[config.mk]
export PLATFORM = sky130hd
export DESIGN_NAME = kv_mem_arbiter
export DESIGN_NICKNAME = d
export VERILOG_FILES = /design/src/rtl/kv_mem_pkg.sv /design/src/rtl/kv_arb2_sel.sv /design/src/rtl/kv_mem_arbiter.sv
export SDC_FILE = /design/constraint.sdc
export NUM_CORES = 1
export LEC_CHECK = 0
export ABC_AREA = 1
export ABC_CLOCK_PERIOD_IN_PS = 2250
export BUFFER_PORTS_ARGS = -buffer_cell sky130_fd_sc_hd__buf_2
export CELL_PAD_IN_SITES_DETAIL_PLACEMENT = 1
export CELL_PAD_IN_SITES_GLOBAL_PLACEMENT = 2
export CORE_AREA = 2 2 141 143
export CTS_CLUSTER_SIZE = 12
export DETAILED_ROUTE_END_ITERATION = 12
export DIE_AREA = 0 0 143 145
export MAX_ROUTING_LAYER = met4
export PLACE_DENSITY = 0.95
export SLEW_MARGIN = 20
export SYNTH_ARGS = -nofsm -noshare
export SYNTH_HDL_FRONTEND = slang
export SYNTH_SLANG_ARGS = --single-unit
[constraint.sdc]
create_clock -name i_clk -period 2.25 [get_ports i_clk]
set_input_delay 0 -clock i_clk [delete_from_list [all_inputs] [get_ports i_clk]]
set_output_delay 0 -clock i_clk [all_outputs]
set_load 0.01 [all_outputs]
[src/rtl/kv_mem_pkg.sv]
// Shared types and defaults for the two-requester line-fetch arbiter.
package kv_mem_pkg;

   localparam int DATA_WIDTH_DEF = 32;
   localparam int ADDR_WIDTH_DEF = 32;
   localparam int LINE_SIZE_DEF  = 4;

   typedef enum logic [1:0] {
      IDLE = 2'd0,
      ADDR = 2'd1,
      RESP = 2'd2
   } arb_state_t;

   localparam logic REQ_IFETCH = 1'b0;
   localparam logic REQ_DLOAD  = 1'b1;

endpackage

[src/rtl/kv_arb2_sel.sv]
// Two-way grant selector. KV_MEM_ARB_RR_EN selects round-robin on ties;
// otherwise the data-load requester always wins a tie.
module kv_arb2_sel
   import kv_mem_pkg::*;
(
   input  logic [1:0] valid_i,
   input  logic       last_grant_i,
   output logic       grant_o,
   output logic       any_o
);

   assign any_o = |valid_i;

`ifdef KV_MEM_ARB_RR_EN
   always_comb begin
      if (valid_i == 2'b11) grant_o = ~last_grant_i;
      else                  grant_o = valid_i[1];
   end
`else
   logic unused_last_grant;
   assign unused_last_grant = last_grant_i;

   always_comb begin
      grant_o = valid_i[1] ? REQ_DLOAD : REQ_IFETCH;
   end
`endif

endmodule

[src/rtl/kv_mem_arbiter.sv]
// Arbitrates instruction-fetch and data-load line reads onto one memory port,
// one transaction at a time. Define KV_MEM_ARB_RR_EN for round-robin ties.
module kv_mem_arbiter
   import kv_mem_pkg::*;
#(
   parameter int DATA_WIDTH = DATA_WIDTH_DEF,
   parameter int ADDR_WIDTH = ADDR_WIDTH_DEF,
   parameter int LINE_SIZE  = LINE_SIZE_DEF
) (
   input  logic                                i_clk,
   input  logic                                i_rstn,
   input  logic [1:0][ADDR_WIDTH-1:0]          i_req_addr,
   input  logic [1:0]                          i_req_valid,
   output logic [1:0]                          o_req_ready,
   output logic [LINE_SIZE*DATA_WIDTH-1:0]     o_rsp_data,
   output logic [1:0]                          o_rsp_valid,
   input  logic [1:0]                          i_rsp_ready,
   output logic [ADDR_WIDTH-1:0]               o_mem_read_addr,
   output logic                                o_mem_read_valid,
   input  logic                                i_mem_read_ready,
   input  logic [LINE_SIZE*DATA_WIDTH-1:0]     i_mem_read_data,
   input  logic                                i_mem_read_valid,
   output logic                                o_mem_read_ready,
   output arb_state_t                          o_dbg_state
);

   // Handshakes: a transfer occurs on a rising edge where valid and ready are
   // both 1; a valid, once raised, holds with stable payload until that edge.

   arb_state_t state_q, state_d;
   logic       grant_q;
   logic       grant;
   logic       any_req;
   logic       last_grant;

`ifdef KV_MEM_ARB_RR_EN
   logic last_grant_q;
   assign last_grant = last_grant_q;
`else
   assign last_grant = 1'b1;
`endif

   kv_arb2_sel u_sel (
      .valid_i      (i_req_valid),
      .last_grant_i (last_grant),
      .grant_o      (grant),
      .any_o        (any_req)
   );

   // Everything facing the memory or requesters is zero unless the state
   // owns that channel, so an asynchronous reset silences all outputs at once.
   always_comb begin
      state_d          = state_q;
      o_req_ready      = 2'b00;
      o_rsp_valid      = 2'b00;
      o_rsp_data       = '0;
      o_mem_read_addr  = '0;
      o_mem_read_valid = 1'b0;
      o_mem_read_ready = 1'b0;
      case (state_q)
         IDLE: begin
            if (any_req) state_d = ADDR;
         end
         ADDR: begin
            o_mem_read_valid     = 1'b1;
            o_mem_read_addr      = i_req_addr[grant_q];
            o_req_ready[grant_q] = i_mem_read_ready;
            if (i_mem_read_ready) state_d = RESP;
         end
         RESP: begin
            o_rsp_valid[grant_q] = i_mem_read_valid;
            o_rsp_data           = i_mem_read_data;
            o_mem_read_ready     = i_rsp_ready[grant_q];
            if (i_mem_read_valid && i_rsp_ready[grant_q]) state_d = IDLE;
         end
         default: state_d = IDLE;
      endcase
   end

   always_ff @(posedge i_clk or negedge i_rstn) begin
      if (!i_rstn) begin
         state_q      <= IDLE;
         grant_q      <= REQ_IFETCH;
`ifdef KV_MEM_ARB_RR_EN
         last_grant_q <= 1'b1;
`endif
      end else begin
         state_q <= state_d;
         if (state_q == IDLE && any_req) begin
            grant_q      <= grant;
`ifdef KV_MEM_ARB_RR_EN
            last_grant_q <= grant;
`endif
         end
      end
   end

   assign o_dbg_state = state_q;

`ifndef SYNTHESIS
   a_req0_hold : assert property (@(posedge i_clk) disable iff (!i_rstn)
      (i_req_valid[0] && !o_req_ready[0]) |=> i_req_valid[0])
      else $error("requester 0 dropped i_req_valid before o_req_ready");
   a_req1_hold : assert property (@(posedge i_clk) disable iff (!i_rstn)
      (i_req_valid[1] && !o_req_ready[1]) |=> i_req_valid[1])
      else $error("requester 1 dropped i_req_valid before o_req_ready");
`endif

endmodule

======== Word-level counts from Yosys, hierarchy flattened ========
Cells that the tools add are included.
word-level totals
  input port bits ......................... 200
  flip-flop bits (word level) ............. 3
  output and inout port bits .............. 168
  word-level logic and storage cells ...... 34
cells by class
  magnitude comparators ................... 2
  bitwise gates (word level) .............. 2
  multiplexer cells ....................... 17
  reduce and logical (&&, ||, !) cells .... 6
  equal/unequal tests ..................... 5
operator list
  cell                                                 number
  two-way mux 128 bit                                  1
  two-way mux 32 bit                                   3
  two-way mux 2 bit                                    5
  two-way mux 1 bit                                    6
  != test 2 bit, second input constant                 3
  case mux 2 bit (3 select lines)                      1
  AND 2 bit                                            2
  logical AND 1 bit                                    3
  AND reduction 3 bit                                  1
  equality test 2 x 1 -> 1 bit, second input constant  1
  equality test 2 bit, second input constant           1
  zero test 2 bit                                      1
  < comparator 1 x 2 -> 1 bit, second input constant   1
  OR reduction 2 bit                                   1
  demux 1 bit (select 1 bit)                           1
  >= comparator 1 bit, second input constant           1

======== Logic depth before layout (Yosys ltp) ========
  depth in word-level cells ............... 6
  mapped depth ............................ 6
  gate-level depth less buffers ........... 5

======== Cells and area by module ========
Synthesis repeated with hierarchy kept, for this count alone.
unflattened totals
  cells, all modules ...................... 411
  area, all modules ....................... 2646.3 um2
by module, submodules not included
  module          cells each  area each (um2)  times used  seq. area each (um2)
  kv_mem_arbiter  407         2627.5           1           75.1
  kv_arb2_sel     4           18.8             1           0.0

======== Worst setup path before layout ========
No wires, ideal clock.
  path type ............................... register to output
  start ................................... register state_q[1], in the netlist o_dbg_state[1]
  end ..................................... output o_mem_read_addr[10]
  cell stages (with the launch flop) ...... 5
  required time ........................... 2.250 ns
  data arrival time ....................... 1.095 ns
  buffers on the path ..................... 1
  slack ................................... 1.155 ns
  cells stage by stage .................... dfrtp_1 > nor2_2 > inv_2 > buf_6 > a21oi_1
on the way
  word-level cells in the longest chain between the ends .. 2
ends and longest elaborated chain
  what                          line                  RTL
  start: declaration            kv_mem_arbiter.sv:30  arb_state_t state_q, state_d;
  start signal: assignment      kv_mem_arbiter.sv:88  state_q <= state_d;
  equality test 2 x 1 -> 1 bit  kv_mem_arbiter.sv:60  case (state_q)
  two-way mux 32 bit            kv_mem_arbiter.sv:60
  end: declaration              kv_mem_arbiter.sv:18  output logic [ADDR_WIDTH-1:0] o_mem_read_addr,
Every way passes these cells.

======== Final worst setup path ========
  start ................................... register state_q[0], in the netlist o_dbg_state[0]
  end ..................................... output o_rsp_data[95]
on the way
  word-level cells in the longest chain between the ends .. 2
ends and longest elaborated chain
  what                 line                  RTL
  equality test 2 bit  kv_mem_arbiter.sv:60
  two-way mux 128 bit  kv_mem_arbiter.sv:60
  end: declaration     kv_mem_arbiter.sv:15  output logic [LINE_SIZE*DATA_WIDTH-1:0] o_rsp_data,
Every way passes these cells.

==> flow_metrics.env <==
export IMPL_dieArea_um2=20700
export IMPL_fin_skew_ps=1.70
export IMPL_grt_ovfl_total=0
export IMPL_std_cell_rows=51
export IMPL_first_global_vias=3767
export IMPL_ant_nets=0
export IMPL_cts_buffers=3
export IMPL_initial_utilization_pct=9.28
export IMPL_fmax_ghz=0.582
export IMPL_layout_min_cycle_time_ps=1720
export IMPL_syn_inst=406
export IMPL_routed_wl_um=12100
export IMPL_hold_violations=0
export IMPL_required_ps=2250
export IMPL_swShare_pct=58.5
export IMPL_finalSetupViolations=0
export IMPL_p_per_area_nw_per_um2=731
export IMPL_avgViaCountPerCell=3.53
export IMPL_synth_edf_count=0
export IMPL_timing_final_ws_setup_ps=532
export IMPL_yosysSeqAreaShare_pct=4.21
export IMPL_drtIter0Drc=41
export IMPL_worstMarginPinSlew_ps=654
export IMPL_syn_num_nets=606
export IMPL_yosys_top_cells_area="inv_1 28%, nor2_1 28%, nand2_1 15%"
export IMPL_antenna_found_initial=0
export IMPL_syn_to_final_growth_pct=118
export IMPL_grt_pass1_wl_um=17900
export IMPL_period_share_pct=76.3
export IMPL_pwr_share_clk_pct=10.2
export IMPL_multi_input_area_um2=1010
export IMPL_slew_viol_final=0
export IMPL_n_antenna_cell=0
export IMPL_synth_cell_types=16
export IMPL_worstSetupStartpointType="flip-flop"
export IMPL_yosysTopAreaCell="inv_1"
export IMPL_final_setup_tns_ps=0
export IMPL_synth_flop_cell="dfrtp_1"
export IMPL_insertion_delay_ps=230
export IMPL_synthMostInstantiatedCell="inv_1"
export IMPL_post_cts_buffers=0
export IMPL_first_pass_iters=3
export IMPL_clock_path_buffers=2
export IMPL_power_frac_seq_pct=4.8
export IMPL_cp_data_arrival_time_ps=1720
export IMPL_gp_congestion=0.813
export IMPL_path_cells="inv_1, nand2_4, buf_12, nor2_1, buf_2"
export IMPL_vias=3611
export IMPL_drive_gt1_share_pct=51.1
export IMPL_cap_violations=0
export IMPL_yosysTopAreaCellShare_pct=28.0
export IMPL_root_buffer="clkbuf_16"
export IMPL_combPwrFrac_pct=85.0
export IMPL_die_x_um=143
export IMPL_crit_type="reg2out"
export IMPL_dp_slack_ps=680
export IMPL_p_sw_w=0.00166
export IMPL_cts_resized=0
export IMPL_critPathMaxFanout=72
export IMPL_cts_htree_levels=1
export IMPL_status="finished, final reports clean"
export IMPL_post_layout_total_power_w=0.00284
export IMPL_clock_sink_count=3
export IMPL_clk_pin_slew_ps=30
export IMPL_avgSynthCellArea_um2=4.39
export IMPL_syn_area_um2=1780
export IMPL_wire_per_inst_um=11.8
export IMPL_ios=368
export IMPL_power_leakage_nw=3.01
export IMPL_die_y_um=145
export IMPL_area_sequential_um2=75.1
export IMPL_design_core_area_um2=19200
export IMPL_grt_max_degree=73
export IMPL_intPower_w=0.00118
export IMPL_worstHoldPathType="in2reg"
export IMPL_ir_worst_vdd_mv=0.723
export IMPL_grt_usage_pct=11.0
export IMPL_critical_path_slowest_cell="nand2_4"
export IMPL_place_port_buffers=367
export IMPL_nNetsFinal=958
export IMPL_synth_common_cells="133 x inv_1, 132 x nor2_1, 73 x nand2_1"
export IMPL_post_route_drc_count=0
export IMPL_cp_slowest_stage_delay_ps=410
export IMPL_cts_tree="yes"
export IMPL_maxSlewHeadroom_pct=56.3
export IMPL_hpwl_um=10600
export IMPL_fill_cells=2611
export IMPL_cp_end_kind="primary output"
export IMPL_async_flop_share_pct=100
export IMPL_rsz0062_at_grt="no"
export IMPL_ys_ff_latch=3
export IMPL_ys_warn_count=0
[routing by layer]
metal	up-vias	share of wire [%]	global-route usage, %
met4	0	2.3	3.42
met5	-	0	-
met3	13	9.4	1.78
li1	1798	-	-
met1	1576	37	10.7
met2	224	51	21.7
[worst max-delay path: cells and delay by family (launching register included)]
kind	cells	cell delay, ps
and+or+nand+nor	2	480
buffers and inverters	3	600
DFF	1	360
[registers in the layout, summed over array words and instances (netlist names)]
| register | count |
|---|---|
| grant_q | 1 |
| o_dbg_state | 2 |
[cell families after synthesis]
kind of cell / Yosys count / share of synthesized area (%)
compound gates: 34 / 11.6
buf+inv: 159 / 39.4
flops: 3 / 4.21
simple gates: 210 / 44.7
[cell type report]
type	instances	area share, %
well taps	265	8.53
multi-input cells	244	26.0
repair buffers	371	48.4
flip-flops and latches	3	1.93
inverters	135	13.1
clock buffers	4	2.03
[path summary, 6_finish.rpt]
| path | slack (ps) | end | cells after the start | startpoint |
|---|---|---|---|---|
| setup reg to reg | 860 | o_dbg_state[0]$_DFFE_PN0P_ | 4 | o_dbg_state[0]$_DFFE_PN0P_ |
| setup / recovery | 530 | o_rsp_data[95] | 5 | o_dbg_state[0]$_DFFE_PN0P_ |
| min in group asynchronous | 120 | grant_q$_DFFE_PN0P_ | 2 | i_rstn |
| max in group asynchronous | 2020 | o_dbg_state[0]$_DFFE_PN0P_ | 2 | i_rstn |
| hold / removal | 3 | grant_q$_DFFE_PN0P_ | 3 | i_req_valid[1] |
| hold reg to reg | 590 | grant_q$_DFFE_PN0P_ | 3 | o_dbg_state[0]$_DFFE_PN0P_ |
[layout by cell type, fill, tap and decap left out]
| cell | netlist | routed |
|---|---|---|
| buf_4 | 2 | 2 |
| dfrtp_1 | 3 | 3 |
| a21oi_1 | 22 | 22 |
| nand2_4 | 0 | 1 |
| dlygate4sd3_1 | 0 | 1 |
| nor2_1 | 132 | 132 |
| a21oi_2 | 10 | 10 |
| buf_12 | 0 | 1 |
| nor3_1 | 2 | 2 |
| inv_4 | 1 | 1 |
| inv_2 | 1 | 1 |
| buf_2 | 11 | 367 |
| o21ai_0 | 2 | 2 |
| clkbuf_1 | 0 | 1 |
| nand3_1 | 1 | 1 |
| nor2_2 | 1 | 1 |
| clkbuf_16 | 0 | 3 |
| nand2_1 | 73 | 73 |
| inv_1 | 133 | 133 |
[power by group through the flow]
| stage | logic (W) | clock network [W] | registers [W] |
|---|---|---|---|
| final | 0.00242 | 0.000290 | 0.000137 |
| after global routing | 0.00271 | 0.000304 | 0.000146 |
| after CTS | 0.00249 | 0.000297 | 0.000138 |
| after detailed placement | 0.00247 | 0 | 0.000138 |
| after global placement | 0.00243 | 0 | 0.000133 |
| after floorplan | 0.00155 | 0 | 0.000105 |
[what timing repair did]
| action | in CTS | in global routing |
|---|---|---|
| hold endpoints to repair | 3 | 0 |
| hold buffers | 1 | 0 |
| setup endpoints to repair | 0 | 0 |
[through the flow]
stage | hold slack (ps) | util, % | instance area (um^2) | std cells
floorplan | -296 | - | 1780 | 406
global placement | -202 | 19.8 | 3800 | 1017
detailed placement | -200 | 19.8 | 3800 | 1017
CTS | 1.70 | 20.2 | 3890 | 1022
global route | 46.5 | 20.2 | 3890 | 1022
finish | 2.58 | 20.2 | 3890 | 1022
Power figures use the tool's default switching activity.
